`config.mk`:
```
export PLATFORM = sky130hd
export DESIGN_NAME = wishbone_burst_master
export DESIGN_NICKNAME = d
export VERILOG_FILES = /design/src/rtl/wb_master_pkg.sv /design/src/rtl/wb_timeout_counter.sv /design/src/rtl/wishbone_burst_master.sv
export SDC_FILE = /design/constraint.sdc
export NUM_CORES = 1
export LEC_CHECK = 0
export ABC_AREA = 0
export ABC_CLOCK_PERIOD_IN_PS = 5600
export CAP_MARGIN = 15
export CORE_MARGIN = 10
export CORE_UTILIZATION = 47
export CTS_CLUSTER_DIAMETER = 30
export CTS_CLUSTER_SIZE = 40
export DETAILED_ROUTE_END_ITERATION = 10
export GPL_ROUTABILITY_DRIVEN = 0
export PLACE_DENSITY = 0.85
export SLEW_MARGIN = 30
export SYNTH_ARGS = -nofsm -noshare
export SYNTH_HDL_FRONTEND = slang
export SYNTH_HIERARCHICAL = 1
export SYNTH_SLANG_ARGS = --single-unit
```
`constraint.sdc`:
```
create_clock -name clk_i -period 5.6 [get_ports clk_i]
set_input_delay 1.4 -clock clk_i [delete_from_list [all_inputs] [get_ports clk_i]]
set_output_delay 1.4 -clock clk_i [all_outputs]
set_load 0.05 [all_outputs]
```
`src/rtl/wb_master_pkg.sv`:
```
// Shared definitions for the Wishbone burst master: FSM state encoding,
// completion status codes and a small state-decoding helper.
package wb_master_pkg;

  typedef enum logic [1:0] {
    IDLE    = 2'd0,
    WAIT_WD = 2'd1,
    STROBE  = 2'd2,
    DONE    = 2'd3
  } state_t;

  localparam logic [1:0] ST_OK      = 2'b00;
  localparam logic [1:0] ST_ERR     = 2'b01;
  localparam logic [1:0] ST_TIMEOUT = 2'b10;

  // True in the states that own the bus (cyc_o high).
  function automatic logic is_bus_state(input state_t s);
    return (s == WAIT_WD) || (s == STROBE);
  endfunction

endpackage

```
`src/rtl/wb_timeout_counter.sv`:
```
// Counts strobe cycles that have not been terminated by the slave.
// expired_o is raised during the TIMEOUT-th consecutive enabled cycle, so a
// master that aborts on it keeps stb_o high for exactly TIMEOUT cycles.
// TIMEOUT = 0 disables the watchdog entirely.
module wb_timeout_counter #(
  parameter int TIMEOUT = 255
) (
  input  logic clk_i,
  input  logic rst_i,
  input  logic clear_i,
  input  logic enable_i,
  output logic expired_o
);

  localparam int CNT_W = (TIMEOUT < 2) ? 1 : $clog2(TIMEOUT);
  localparam logic [CNT_W-1:0] LIMIT = CNT_W'((TIMEOUT == 0) ? 0 : TIMEOUT - 1);

  logic [CNT_W-1:0] r_count;

  // Count enabled cycles; clear has priority so each new beat starts from zero.
  always_ff @(posedge clk_i or negedge rst_i) begin
    if (!rst_i) begin
      r_count <= '0;
    end else if (clear_i) begin
      r_count <= '0;
    end else if (enable_i) begin
      r_count <= r_count + CNT_W'(1);
    end
  end

  // r_count holds the number of earlier cycles, so LIMIT marks the last allowed one.
  assign expired_o = (TIMEOUT != 0) && enable_i && (r_count == LIMIT);

endmodule

```
`src/rtl/wishbone_burst_master.sv`:
```
// Wishbone classic master running 1..2^BLEN_W single-beat cycles at
// incrementing addresses for one host command, with byte selects, err_i
// termination, a strobe watchdog and a held completion status.
module wishbone_burst_master
  import wb_master_pkg::*;
#(
  parameter int ADDR_W  = 32,
  parameter int DATA_W  = 32,
  parameter int SEL_W   = DATA_W / 8,
  parameter int BLEN_W  = 4,
  parameter int TIMEOUT = 255
) (
  input  logic              clk_i,
  input  logic              rst_i,
  input  logic              cmd_valid_i,
  output logic              cmd_ready_o,
  input  logic              cmd_we_i,
  input  logic [ADDR_W-1:0] cmd_addr_i,
  input  logic [SEL_W-1:0]  cmd_sel_i,
  input  logic [BLEN_W-1:0] cmd_len_i,
  input  logic              wr_valid_i,
  output logic              wr_ready_o,
  input  logic [DATA_W-1:0] wr_data_i,
  output logic              rd_valid_o,
  output logic [DATA_W-1:0] rd_data_o,
  output logic              done_o,
  output logic [1:0]        status_o,
  output logic [ADDR_W-1:0] adr_o,
  output logic [DATA_W-1:0] dat_o,
  output logic [SEL_W-1:0]  sel_o,
  output logic              we_o,
  output logic              cyc_o,
  output logic              stb_o,
  input  logic [DATA_W-1:0] dat_i,
  input  logic              ack_i,
  input  logic              err_i
);

  state_t r_state;
  state_t w_state_next;

  logic [ADDR_W-1:0] r_adr;
  logic [DATA_W-1:0] r_dat;
  logic [SEL_W-1:0]  r_sel;
  logic [BLEN_W-1:0] r_len;
  logic [BLEN_W-1:0] r_beat;
  logic              r_cmd_we;
  logic              r_we;
  logic              r_cyc;
  logic              r_stb;
  logic              r_cmd_ready;
  logic              r_wr_ready;
  logic              r_rd_valid;
  logic [DATA_W-1:0] r_rd_data;
  logic              r_done;
  logic [1:0]        r_status;

  logic       w_accept;
  logic       w_wr_take;
  logic       w_ack;
  logic       w_err;
  logic       w_last;
  logic       w_expired;
  logic       w_tmo_clear;
  logic       w_tmo_enable;
  logic       w_adr_step;
  logic       w_we_next;
  logic [1:0] w_status_code;

  // Handshakes and bus terminations; ack/err only matter while strobing,
  // and err takes precedence over a simultaneous ack.
  assign w_accept     = (r_state == IDLE) && r_cmd_ready && cmd_valid_i;
  assign w_wr_take    = (r_state == WAIT_WD) && r_wr_ready && wr_valid_i;
  assign w_err        = (r_state == STROBE) && err_i;
  assign w_ack        = (r_state == STROBE) && ack_i && !err_i;
  assign w_last       = (r_beat == r_len);
  assign w_tmo_enable = (r_state == STROBE);
  assign w_tmo_clear  = (r_state != STROBE) || ack_i || err_i;
  assign w_we_next    = w_accept ? cmd_we_i : r_cmd_we;

  wb_timeout_counter #(
    .TIMEOUT (TIMEOUT)
  ) u_timeout (
    .clk_i     (clk_i),
    .rst_i     (rst_i),
    .clear_i   (w_tmo_clear),
    .enable_i  (w_tmo_enable),
    .expired_o (w_expired)
  );

  // Next-state decode, completion code and the per-beat address step.
  always_comb begin
    w_state_next  = r_state;
    w_status_code = ST_OK;
    w_adr_step    = 1'b0;
    case (r_state)
      IDLE: begin
        if (w_accept) begin
          w_state_next = cmd_we_i ? WAIT_WD : STROBE;
        end
      end
      WAIT_WD: begin
        if (w_wr_take) begin
          w_state_next = STROBE;
        end
      end
      STROBE: begin
        if (w_err) begin
          w_state_next  = DONE;
          w_status_code = ST_ERR;
        end else if (w_ack) begin
          if (w_last) begin
            w_state_next = DONE;
          end else begin
            w_adr_step   = 1'b1;
            w_state_next = r_cmd_we ? WAIT_WD : STROBE;
          end
        end else if (w_expired) begin
          w_state_next  = DONE;
          w_status_code = ST_TIMEOUT;
        end
      end
      DONE: begin
        w_state_next = IDLE;
      end
      default: begin
        w_state_next = IDLE;
      end
    endcase
  end

  // State register.
  always_ff @(posedge clk_i or negedge rst_i) begin
    if (!rst_i) begin
      r_state <= IDLE;
    end else begin
      r_state <= w_state_next;
    end
  end

  // Command capture, address/beat advance and write-data latch.
  always_ff @(posedge clk_i or negedge rst_i) begin
    if (!rst_i) begin
      r_adr    <= '0;
      r_sel    <= '0;
      r_len    <= '0;
      r_beat   <= '0;
      r_cmd_we <= 1'b0;
      r_dat    <= '0;
    end else begin
      if (w_accept) begin
        r_adr    <= cmd_addr_i;
        r_sel    <= cmd_sel_i;
        r_len    <= cmd_len_i;
        r_cmd_we <= cmd_we_i;
        r_beat   <= '0;
      end else if (w_adr_step) begin
        r_adr  <= r_adr + ADDR_W'(SEL_W);
        r_beat <= r_beat + BLEN_W'(1);
      end
      if (w_wr_take) begin
        r_dat <= wr_data_i;
      end
    end
  end

  // Registered control outputs, decoded from the state being entered.
  always_ff @(posedge clk_i or negedge rst_i) begin
    if (!rst_i) begin
      r_cyc       <= 1'b0;
      r_stb       <= 1'b0;
      r_we        <= 1'b0;
      r_cmd_ready <= 1'b0;
      r_wr_ready  <= 1'b0;
      r_done      <= 1'b0;
      r_status    <= ST_OK;
    end else begin
      r_cyc       <= is_bus_state(w_state_next);
      r_stb       <= (w_state_next == STROBE);
      r_we        <= is_bus_state(w_state_next) && w_we_next;
      r_cmd_ready <= (w_state_next == IDLE);
      r_wr_ready  <= (w_state_next == WAIT_WD);
      r_done      <= (w_state_next == DONE);
      if (w_state_next == DONE) begin
        r_status <= w_status_code;
      end
    end
  end

  // Read beat return: one pulse on the cycle after each acked read beat.
  always_ff @(posedge clk_i or negedge rst_i) begin
    if (!rst_i) begin
      r_rd_valid <= 1'b0;
      r_rd_data  <= '0;
    end else begin
      r_rd_valid <= w_ack && !r_cmd_we;
      if (w_ack && !r_cmd_we) begin
        r_rd_data <= dat_i;
      end
    end
  end

  assign cmd_ready_o = r_cmd_ready;
  assign wr_ready_o  = r_wr_ready;
  assign rd_valid_o  = r_rd_valid;
  assign rd_data_o   = r_rd_data;
  assign done_o      = r_done;
  assign status_o    = r_status;
  assign adr_o       = r_adr;
  assign dat_o       = r_dat;
  assign sel_o       = r_sel;
  assign we_o        = r_we;
  assign cyc_o       = r_cyc;
  assign stb_o       = r_stb;

endmodule

```
==> results.rst <==
.. list-table::
   :header-rows: 1

   * - Metric
     - Value
   * - Most used routing layer
     - met2
   * - Multi-input combinational cell area
     - 2360 um^2
   * - Post-route ant nets
     - 0
   * - Area added between synthesis and finish
     - 50.77%
   * - Grt met1 use
     - 20.50%
   * - Combinational family with the most area after synthesis
     - simple AND/OR/NAND/NOR gates
   * - Chip Width
     - 129.9 um
   * - Layout Skew
     - 0.009756 ns
   * - Main synth FF type
     - sky130_fd_sc_hd__dfrtp_1
   * - Fraction of registers with async set/reset
     - 100.0%
   * - Pwr Density
     - 650.3 nW/um^2
   * - Time the final worst path needs with I/O delays and setup
     - 3.533 ns
   * - Clock network latency to the later pin of the worst-skew pair
     - 0.41 ns
   * - Site Rows
     - 40
   * - Minimum hold slack
     - 0.4736 ns
   * - Mux share of post-synthesis cell area
     - 13.04%
   * - Post-synthesis cell area
     - 5680 um^2
   * - Ant. Diodes
     - 0
   * - Minimum setup slack in the final design
     - 2.067 ns
   * - Vias in the first global route
     - 5012
   * - Number of hold buffers added after cts
     - 0
   * - Avg Vias per Cell
     - 5.301
   * - Number of warnings issued by yosys
     - 6
   * - Clock tree from TritonCTS
     - done
   * - Adder-cell area share of the yosys netlist
     - 1.982%
   * - Fill cell count
     - 879
   * - Status
     - completed
   * - Kind of end point of the critical path
     - register
   * - Total nets after synthesis
     - 613
   * - Fraction of the cycle the final worst path needs
     - 63.09%
   * - Count of cell types in the netlist
     - 47
   * - Final max-slew violation count
     - 0
   * - Data arrival time of the critical path
     - 3.82 ns
   * - Die height
     - 129.9 um
   * - Number of endpoints failing setup at the final stage
     - 0
   * - Number of detailed-route iterations in the first pass
     - 4
   * - Parity-gate share of the synthesized area counting xor and xnor cells
     - 4.626%
   * - Total routing resource utilization after global routing
     - 19.90%
   * - Post-synth EDFFs
     - 0
   * - Crit-path max FO
     - 13
   * - Clock Pin Slew Worst Setup and Hold Paths
     - 0.05 ns
   * - Antenna violations before repair
     - 0
   * - Largest net degree at the start of global routing
     - 75
   * - Number of design-rule violations left by the first detailed-router iteration
     - 347
   * - Met2 GRT Util
     - 34.79%
   * - Slew margin rel.
     - 36.64%
   * - Unrepaired setup endpoints after global routing
     - false
   * - Max_cap viols
     - 0
   * - Final hold viol count
     - 0
   * - Root cell of the clock tree
     - sky130_fd_sc_hd__clkbuf_16
   * - Global routing met3 resource utilization
     - 8.682%
   * - Number of nets in the finished design
     - 832
   * - Static leakage
     - 3.615 nW
   * - H-tree depth
     - 4
   * - Number of buffers on the longest clock path
     - 2
   * - Class of the most critical setup path
     - input port to register
   * - DRC violations left
     - 0
   * - Class of the tightest hold or removal check
     - register to register
   * - Worst Setup Start Kind
     - input port
   * - Setup fix buffers added after clock tree synthesis
     - 0
   * - Boundary pin count
     - 220
   * - Most common cell after layout, fill and taps aside
     - sky130_fd_sc_hd__clkdlybuf4s50_1
   * - Ratio of cells with drive above 1 in the final layout
     - 14.92%
   * - Number of buffers inserted during clock tree synthesis
     - 17
   * - Max Freq
     - 0.2830 GHz
   * - Overflow left after global routing
     - 0
   * - Wire length of the first global-routing pass
     - 26.14 mm
   * - Compound-Gate Fraction of Synth Area
     - 6.167%
   * - Drt wl/cell
     - 19.25 um
   * - Post_cts resized
     - 0
   * - Post-synthesis average cell area
     - 11.52 um^2
   * - Effective utilization at floorplan
     - 47.69%
   * - Register bit count reported by yosys
     - 128
   * - Die ar.
     - 16880 um^2
   * - Final setup TNS
     - 0 ns
   * - Detailed Place HPWL
     - 12.61 mm
   * - Routed via count
     - 4617
   * - Placeable core region
     - 11910 um^2
   * - Place WS
     - 1.721 ns
   * - Portion of the post-synthesis area used by sequential elements
     - 56.39%
   * - CTS sink cnt
     - 128
   * - Aggregate routed wire length
     - 16.77 mm
   * - Transition time at the pin with the least slew margin
     - 0.9426 ns
   * - Required arrival time at the worst endpoint
     - 5.88 ns
   * - Peak ir drop on the vdd network
     - 0.3646 mV
   * - Commonest cells after routing, fill and taps aside
     - sky130_fd_sc_hd__clkdlybuf4s50_1 (218), sky130_fd_sc_hd__dfrtp_1 (128), sky130_fd_sc_hd__nand2_1 (71), sky130_fd_sc_hd__mux2_2 (64), sky130_fd_sc_hd__o21ai_0 (26)
   * - Count of input and output buffers
     - 219
   * - Synth Area in Simple Gates
     - 15.35%
   * - Post-Syn Instances
     - 493
   * - Sequential cell area in the final layout
     - 3203 um^2
[final timing paths]
path	start	to	slack, ns	cells past startpoint
worst min register to register	adr_o[0]	adr_o[0]	0.47	2
worst max-delay path	err_i	status_o[0]	2.07	9
min in group asynchronous	rst_i	u_timeout/r_count[4]	1.01	1
worst max register to register	r_beat[1]	status_o[1]	2.98	8
worst min-delay path	adr_o[0]	adr_o[0]	0.47	2
max in group asynchronous	rst_i	rd_data_o[21]	3.43	2
[critical path, stage by stage]
cell and delay (ns):
sky130_fd_sc_hd__clkdlybuf4s50_1 0.47, sky130_fd_sc_hd__and4bb_4 0.43, sky130_fd_sc_hd__o41a_1 0.55, sky130_fd_sc_hd__and3_1 0.27, sky130_fd_sc_hd__o221a_2 0.22, sky130_fd_sc_hd__inv_1 0.07, sky130_fd_sc_hd__ha_1 0.24, sky130_fd_sc_hd__nand3_1 0.09
sky130_fd_sc_hd__o21ai_0 0.08
[metal layers]
layer / part of all wire [%] / vias to the layer above
li1: - / 2172
met1: 37 / 2247
met2: 51 / 166
met3: 8.9 / 32
met4: 2.7 / 0
met5: 0 / -
[where the power goes]
group	total (mW)	switching, mW	internal, mW
logic	2.90	1.88	1.02
clock network	1.05	0.378	0.672
registers	1.62	0.299	1.32
[kinds of logic after synthesis]
group	Yosys count
mux	66
flops	128
buf+inv	33
xor+xnor	30
simple gates	171
fa+ha+maj	9
compound gates	56
[per-stage QoR]
stage               util [%]  power [mW]  instance area, um^2  instances
floorplan                  -       3.447                 5680        493
global placement       67.10       4.454                 7993        840
detailed placement     67.10       4.538                 7993        840
CTS                    71.78       5.613                 8549        871
global route           71.90       5.831                 8564        871
finish                 71.90       5.570                 8564        871
[cells in the mapped netlist, types with 2 or more instances]
| library cell | count | area, um^2 |
|---|---|---|
| sky130_fd_sc_hd__inv_1 | 10 | 37.54 |
| sky130_fd_sc_hd__nor3_1 | 8 | 40.04 |
| sky130_fd_sc_hd__nand2_1 | 71 | 266.5 |
| sky130_fd_sc_hd__buf_1 | 3 | 11.26 |
| sky130_fd_sc_hd__or4_1 | 4 | 30.03 |
| sky130_fd_sc_hd__nand4_1 | 11 | 68.82 |
| sky130_fd_sc_hd__nand2_4 | 2 | 22.52 |
| sky130_fd_sc_hd__buf_4 | 2 | 15.01 |
| sky130_fd_sc_hd__and4_1 | 4 | 35.03 |
| sky130_fd_sc_hd__o21ai_0 | 26 | 130.1 |
| sky130_fd_sc_hd__a211oi_1 | 2 | 15.01 |
| sky130_fd_sc_hd__and2_1 | 3 | 18.77 |
| sky130_fd_sc_hd__o221a_2 | 2 | 22.52 |
| sky130_fd_sc_hd__dfrtp_1 | 128 | 3203 |
| sky130_fd_sc_hd__a31oi_1 | 9 | 56.30 |
| sky130_fd_sc_hd__o31ai_1 | 4 | 30.03 |
| sky130_fd_sc_hd__clkbuf_1 | 17 | 63.81 |
| sky130_fd_sc_hd__mux2i_1 | 2 | 20.02 |
| sky130_fd_sc_hd__mux2_2 | 64 | 720.7 |
| sky130_fd_sc_hd__a21oi_1 | 6 | 30.03 |
| sky130_fd_sc_hd__nand3_1 | 12 | 60.06 |
| sky130_fd_sc_hd__nor4_1 | 8 | 50.05 |
| sky130_fd_sc_hd__ha_1 | 9 | 112.6 |
| sky130_fd_sc_hd__xnor2_1 | 16 | 140.1 |
| sky130_fd_sc_hd__nor2_1 | 24 | 90.09 |
| sky130_fd_sc_hd__xor2_1 | 14 | 122.6 |
| sky130_fd_sc_hd__or3_1 | 8 | 50.05 |
| sky130_fd_sc_hd__and3_1 | 5 | 31.28 |
[cell type report]
cell class,instances,share of cell area [%]
sequential,128,37.40
multi-input combinational,332,27.55
inverter,10,0.4383
tap,147,2.148
clock inverter,7,0.9934
timing repair buffer,223,25.96
clock buffer,24,5.508
[registers in the layout, summed over array words and instances, names as in the netlist]
name,count
adr_o,32
dat_o,32
rd_data_o,32
u_timeout/r_count,8
r_beat,4
r_len,4
sel_o,4
r_state,2
status_o,2
cmd_ready_o,1
cyc_o,1
done_o,1
r_cmd_we,1
rd_valid_o,1
stb_o,1
we_o,1
wr_ready_o,1
No activity file was read; power rests on OpenSTA's default activity.
